--- config.mk ---
export PLATFORM = sky130hd
export DESIGN_NAME = univ_shift_reg
export DESIGN_NICKNAME = d
export VERILOG_FILES = /design/src/rtl/usr_pkg.sv /design/src/rtl/usr_step.sv /design/src/rtl/univ_shift_reg.sv
export SDC_FILE = /design/constraint.sdc
export NUM_CORES = 1
export LEC_CHECK = 0
export BUFFER_PORTS_ARGS = -buffer_cell sky130_fd_sc_hd__buf_2
export CORE_UTILIZATION = 50
export DETAILED_ROUTE_END_ITERATION = 8
export PLACE_DENSITY = 0.87
export SYNTH_ARGS = -nofsm -noshare
export SYNTH_HDL_FRONTEND = slang
export SYNTH_SLANG_ARGS = --single-unit
--- constraint.sdc ---
create_clock -name CLK -period 3.6 [get_ports CLK]
set_input_delay 0.18 -clock CLK [delete_from_list [all_inputs] [get_ports CLK]]
set_output_delay 0.18 -clock CLK [all_outputs]
set_load 0.1 [all_outputs]
--- src/rtl/usr_pkg.sv ---
// Shared constants and state type for the universal shift register.
// Optional rotate support is selected with the USR_ROTATE_EN macro.
package usr_pkg;

  localparam logic [1:0] MODE_HOLD = 2'b00;
  localparam logic [1:0] MODE_SHR  = 2'b01;
  localparam logic [1:0] MODE_SHL  = 2'b10;
  localparam logic [1:0] MODE_LOAD = 2'b11;

  localparam logic DIR_R = 1'b0;
  localparam logic DIR_L = 1'b1;

  typedef enum logic {
    ST_IDLE,
    ST_SHIFT
  } state_t;

endpackage

--- src/rtl/usr_step.sv ---
// Combinational next-value of the register for one step (hold/shift/load).
// With USR_ROTATE_EN defined, rot=1 turns shifts into rotates.
module usr_step
  import usr_pkg::*;
#(
  parameter int N = 8
) (
  input  logic [N-1:0] q,
  input  logic [1:0]   op,
  input  logic [N-1:0] d,
  input  logic         fill,
`ifdef USR_ROTATE_EN
  input  logic         rot,
`endif
  output logic [N-1:0] nxt
);

  logic fill_r;
  logic fill_l;

  // Rotation reuses the bit falling off the opposite end as the fill bit.
`ifdef USR_ROTATE_EN
  assign fill_r = rot ? q[0]   : fill;
  assign fill_l = rot ? q[N-1] : fill;
`else
  assign fill_r = fill;
  assign fill_l = fill;
`endif

  always_comb begin
    nxt = q;
    case (op)
      MODE_SHR:  nxt = {fill_r, q[N-1:1]};
      MODE_SHL:  nxt = {q[N-2:0], fill_l};
      MODE_LOAD: nxt = d;
      default:   nxt = q;
    endcase
  end

endmodule

--- src/rtl/univ_shift_reg.sv ---
// N-bit universal register: single-step hold/shift/load plus a multi-cycle
// shift-by-AMT with BUSY/DONE. Macro USR_ROTATE_EN adds the ROT input.
module univ_shift_reg
  import usr_pkg::*;
#(
  parameter  int N  = 8,
  localparam int AW = $clog2(N) + 1
) (
  input  logic          CLK,
  input  logic          CLR,
  input  logic          EN,
  input  logic [1:0]    MODE,
  input  logic [N-1:0]  D,
  input  logic          SIR,
  input  logic          SIL,
  input  logic          START,
  input  logic          DIR,
  input  logic [AW-1:0] AMT,
`ifdef USR_ROTATE_EN
  input  logic          ROT,
`endif
  output logic [N-1:0]  Q,
  output logic          BUSY,
  output logic          DONE
);

  state_t        state, state_n;
  logic [AW-1:0] cnt, cnt_n;
  logic          dir_l, dir_n;
  logic [N-1:0]  q, q_n;
  logic          done, done_n;

  logic [1:0]    step_op;
  logic          step_fill;
  logic [N-1:0]  step_q;

  // In SHIFT the step unit follows the latched direction, otherwise MODE.
  always_comb begin
    step_op = MODE;
    if (state == ST_SHIFT) begin
      step_op = (dir_l == DIR_L) ? MODE_SHL : MODE_SHR;
    end
  end

  assign step_fill = (step_op == MODE_SHL) ? SIL : SIR;

  usr_step #(.N(N)) u_step (
    .q    (q),
    .op   (step_op),
    .d    (D),
    .fill (step_fill),
`ifdef USR_ROTATE_EN
    .rot  (ROT),
`endif
    .nxt  (step_q)
  );

  always_comb begin
    state_n = state;
    cnt_n   = cnt;
    dir_n   = dir_l;
    q_n     = q;
    done_n  = 1'b0;
    case (state)
      ST_IDLE: begin
        if (START) begin
          dir_n = DIR;
          cnt_n = AMT;
          if (AMT != '0) begin
            state_n = ST_SHIFT;
          end else begin
            done_n = 1'b1;
          end
        end else if (EN) begin
          q_n = step_q;
        end
      end
      ST_SHIFT: begin
        if (EN) begin
          q_n   = step_q;
          cnt_n = cnt - AW'(1);
          if (cnt == AW'(1)) begin
            state_n = ST_IDLE;
            done_n  = 1'b1;
          end
        end
      end
      default: state_n = ST_IDLE;
    endcase
  end

  // CLR wins in every state and silently aborts an in-flight shift.
  always_ff @(posedge CLK) begin
    if (CLR) begin
      state <= ST_IDLE;
      cnt   <= '0;
      dir_l <= DIR_R;
      q     <= '0;
      done  <= 1'b0;
    end else begin
      state <= state_n;
      cnt   <= cnt_n;
      dir_l <= dir_n;
      q     <= q_n;
      done  <= done_n;
    end
  end

  assign Q    = q;
  assign BUSY = (state == ST_SHIFT);
  assign DONE = done;

endmodule

# After elaboration in Yosys (flattened, before gate mapping)
# Index checks and enable logic that the tools add are counted.
dict set report totals {
  memories 0
  ff_bits 15
  latch_bits 0
  in_bits 21
  output_inout_bits 10
  rom_bits 0
  mem_bits_rw 0
  word_cells 37
}
dict set report op_classes {
  bitwise_logic 1
  n_lt_le_gt_ge 0
  mux 20
  shift 0
  eq_ne 7
  n_mul 0
  addsub 1
  n_div 0
  n_reduce_logical 3
}
# cell n
set ops {}
lappend ops {{case mux 8 bit (3 select lines)} 1}
lappend ops {{two-way mux 8 bit} 2}
lappend ops {{case mux 8 bit (2 select lines)} 1}
lappend ops {{two-way mux 1 bit} 9}
lappend ops {{two-way mux 4 bit} 2}
lappend ops {{case mux 4 bit (2 select lines)} 1}
lappend ops {{!= test 2 bit (second input constant)} 3}
lappend ops {{equality test 2 bit (second input constant)} 2}
lappend ops {{equality test 4 x 1 -> 1 bit (second input constant)} 1}
lappend ops {{two-way mux 2 bit} 2}
lappend ops {{case mux 1 bit (2 select lines)} 2}
lappend ops {{AND reduction 2 bit} 2}
lappend ops {{nonzero test 4 bit} 1}
lappend ops {{subtractor 4 x 1 -> 4 bit (second input constant)} 1}
lappend ops {{equality test 2 x 1 -> 1 bit (second input constant)} 1}
lappend ops {{NOT 1 bit} 1}

# Depth between registers and ports, before layout
dict set report logic_depth {
  word_depth 8
  ltp_mapped 5
  mapped_depth_nobuf 5
}

# By module
# A second synthesis with hierarchy kept.
dict set report hier_totals {
  hier_cells 94
  hier_area_um2 957.2
}
# mod seq_area_each_um2 area_each_um2 cells_per_inst instances
set modules_own_cells {}
lappend modules_own_cells {univ_shift_reg 300.3 754.5 84 1}
lappend modules_own_cells {usr_step 0.0 202.7 10 1}

# Worst setup path after synthesis
# No wires, ideal clock.
dict set report synth_path {
  kind {register to register}
  startpoint {reg state (netlist: BUSY)}
  endpoint {reg q[3] (netlist: Q[3])}
  setup_slack_ns 1.548
  synth_period_minus_slack_ns 2.052
  setup_ns 0.134
  path_stages_with_launch 6
  t_required_ns 3.466
  arrival_time_ns 1.919
  path_buffers 1
  path_cell_list {dfxtp_1 -> nand2_1 -> and2_1 -> buf_6 -> a222oi_1 -> a211oi_1}
}
dict set report synth_between {
  elab_chain_len 6
  word_cells_on_any_way 10
  cone_classes {4 x eq/ne; 5 x mux; 1 x bitwise}
}
# item line_no
set synth_lines {}
lappend synth_lines {{start, declared} univ_shift_reg.sv:27} ;# state_t state, state_n;
lappend synth_lines {{start signal, assigned} univ_shift_reg.sv:101} ;# state <= state_n;
lappend synth_lines {{two-way mux 2 bit} univ_shift_reg.sv:40} ;# if (state == ST_SHIFT) begin
lappend synth_lines {{equality test 2 bit / equality test 2 x 1 -> 1 bit (equally long branches)} usr_step.sv:32} ;# case (op)
lappend synth_lines {{case mux 8 bit (3 select lines)} usr_step.sv:32}
lappend synth_lines {{two-way mux 8 bit} {univ_shift_reg.sv:74, univ_shift_reg.sv:79}}
lappend synth_lines {{two-way mux 8 bit} univ_shift_reg.sv:66} ;# if (START) begin
lappend synth_lines {{case mux 8 bit (2 select lines)} univ_shift_reg.sv:64} ;# case (state)
lappend synth_lines {{end signal, assigned} univ_shift_reg.sv:104} ;# q <= q_n;
lappend synth_lines {{end, declared} univ_shift_reg.sv:30} ;# logic [N-1:0] q, q_n;
# Parallel ways exist; a longest one is shown, timed or not. The select of a mux whose other input is x is not followed.
# A chain may end at the register's enable or synchronous reset.

# Worst setup path after layout
dict set report layout_path {
  startpoint {reg state (netlist: BUSY)}
  endpoint {reg q[5] (netlist: Q[5])}
}
# Same word-level chain as after synthesis.

==> metrics.yaml <==
sta:
  setup_slack_ps: 1920
  setup_viol: 0
  rsz0062_at_grt: "no"
  maxSlewHeadroom: 0.671
  min_period_ps: 1680
  fmax_ghz: 0.594
  worst_pin_slew_ps: 492
  fin_setup_tns_ps: 0
  fin_crit_sh: 0.467
  fin_skew_ps: 3.27
  slew_viol_final: 0
  finalHoldViolCount: 0
synth:
  netlist_instances: 91
  synth.distinct_cells: 32
  syn_area_um2: 796
  synth-seq-cells: 15
  synth_area_per_cell_um2: 8.74
  synthArstFlopShare: 0
  ys_seq_area_frac: 0.377
  synth.net_count: 114
  yosys_warnings: 0
  synthFlopType: "dfxtp_1"
  synth_edf_count: 0
die:
  io_pins: 31
  rows: 14
  die_area_um2: 1760
  die_y_um: 41.9
  die-width_um: 41.9
  initial_core_util: 0.534
  core_area_um2: 1490
grt:
  grt_pass1_vias: 704
  top_usage_layer: "met2"
  met3_usage: 0.0739
  grt_util_all_layers: 0.231
  grt_pass1_wl_mm: 3.02
  antenna_found_initial: 0
  grtUsageMet1: 0.285
  grt_max_degree: 18
  gr-total-overflow: 0
  use_met2: 0.359
route:
  vias_per_cell: 5.78
  drtIter0Drc: 55
  wirelength_mm: 1.79
  dr.pass1.iters: 4
  post-route-drc-count: 0
  ant_nets: 0
  post_drt_wl_per_cell_um: 13.2
  vias: 786
power_and_ir_drop:
  power_uw: 442
  p_per_area_nw_per_um2: 460
  total_leakage_power_nw: 0.422
  ir_drop_mv: 0.281
clock_tree:
  cts_buffers: 3
  clock_latency_ps: 290
  clock-sinks: 15
  clkTransAtPathRegs_ps: 90
  ctsHoldBuffers: 0
  cts_tree: "built"
  cts_max_path_buffers: 2
  cts_max_level: 1
  root_buffer: "clkbuf_4"
  cts_setup_buffers: 0
  cts_resized: 0
layout:
  drive_gt1_frac: 0.317
  area_growth_pct: 20.8
  diodes: 0
  final_nets: 144
setup_path:
  path_class: "reg2reg"
  r2r_slack_ps: 1920
  cp-start-kind: "flop"
  critPathArrivalTime_ps: 1850
  worstPathMaxFanout: 17
  crit_path_end_kind: "flop"
  cp.required_ps: 3770
min_path:
  hold_path.class: "in2reg"
placement:
  place_hpwl_mm: 1.33
  pre_cts_ws_ps: 1960
  port_buffers: 30
  place.gp.congestion: 0.875
status:
  status: "finished clean"
run:
  maxCapViolCount: 0
==> cells in the mapped netlist (2+ instances only) <==
cell type  number  area share
a211oi_1        9       0.085
a21oi_1         5       0.031
a222oi_1        8        0.10
buf_2           2       0.013
dfxtp_1        15        0.38
ha_1            2       0.031
inv_1           5       0.024
mux2i_1         2       0.025
nand2_1         4       0.019
nand3_1         2       0.013
nor2_1         16       0.075
==> flip-flops by register name (all words and copies together), names as in the netlist <==
name and cells:
Q 8, cnt 4, BUSY 1, DONE 1, dir_l 1
==> power by group <==
part / internal (mW) / switching, mW
registers: 0.180 / 0.0152
clock network: 0.0414 / 0.0583
logic: 0.0423 / 0.105
==> final cells by class <==
type | instances | area [um^2]
Clock inverter | 1 | 5.00
Tap cell | 16 | 20.0
Fill cell | 127 | 528
Sequential cell | 15 | 300
Timing Repair Buffer | 30 | 150
Clock buffer | 3 | 22.5
Inverter | 5 | 18.8
Multi-Input combinational cell | 66 | 444
==> path summary, 6_finish.rpt <==
path,start,endpoint,cells after the start
setup reg to reg,BUSY,Q[5],4
hold reg to reg,Q[6],Q[7],2
hold / removal,DIR,dir_l,3
setup / recovery,BUSY,Q[5],4
==> routing by layer <==
layer,up-vias,part of all wire
li1,408,-
met1,354,0.47
met2,22,0.46
met3,2,0.051
met4,0,0.011
met5,-,0
==> stage by stage <==
| step | area (um^2) | hold slack [ps] | instances | util |
|---|---|---|---|---|
| after floorplan | 796 | 253 | 91 | - |
| after global placement | 933 | 416 | 132 | 0.627 |
| after detailed placement | 933 | 430 | 132 | 0.627 |
| after CTS | 961 | 121 | 136 | 0.645 |
| after global routing | 961 | 139 | 136 | 0.645 |
| final | 961 | 122 | 136 | 0.645 |
==> worst max-delay path, cell delays in order (launching register included) <==
cell	delay (ps)
dfxtp_1	640
nand2_1	150
and2_1	260
a222oi_1	390
a211oi_1	120
==> placed cells by master (no fill, tap or decap) <==
master	Yosys	layout
buf_2	2	30
nor2_1	16	16
dfxtp_1	15	15
a211oi_1	9	9
a222oi_1	8	8
inv_1	5	5
a21oi_1	5	5
nand2_1	4	4
clkbuf_4	0	3
nand3_1	2	2
mux2i_1	2	2
ha_1	2	2
nand2b_4	1	1
and2_1	1	1
o21ba_2	1	1
o21ai_2	1	1
o21a_1	1	1
nand4_1	1	1
nor4_1	1	1
o21bai_1	1	1
and3b_1	1	1
mux2_2	1	1
nand4b_1	1	1
a21boi_0	1	1
o21ai_0	1	1
a31oi_1	1	1
o31ai_1	1	1
nor3_1	1	1
nor4b_1	1	1
nor2b_1	1	1
clkinv_2	0	1
==> cell families (layout without fill, tap and decap cells) <==
family,count (synthesis),in the layout,synth area share
simple gates,31,31,0.195
compound gates,30,30,0.292
flops,15,15,0.377
buf+inv,10,39,0.0645
mux,3,3,0.0393
fa+ha+maj,2,2,0.0314
(Power assumes the default switching activity.)
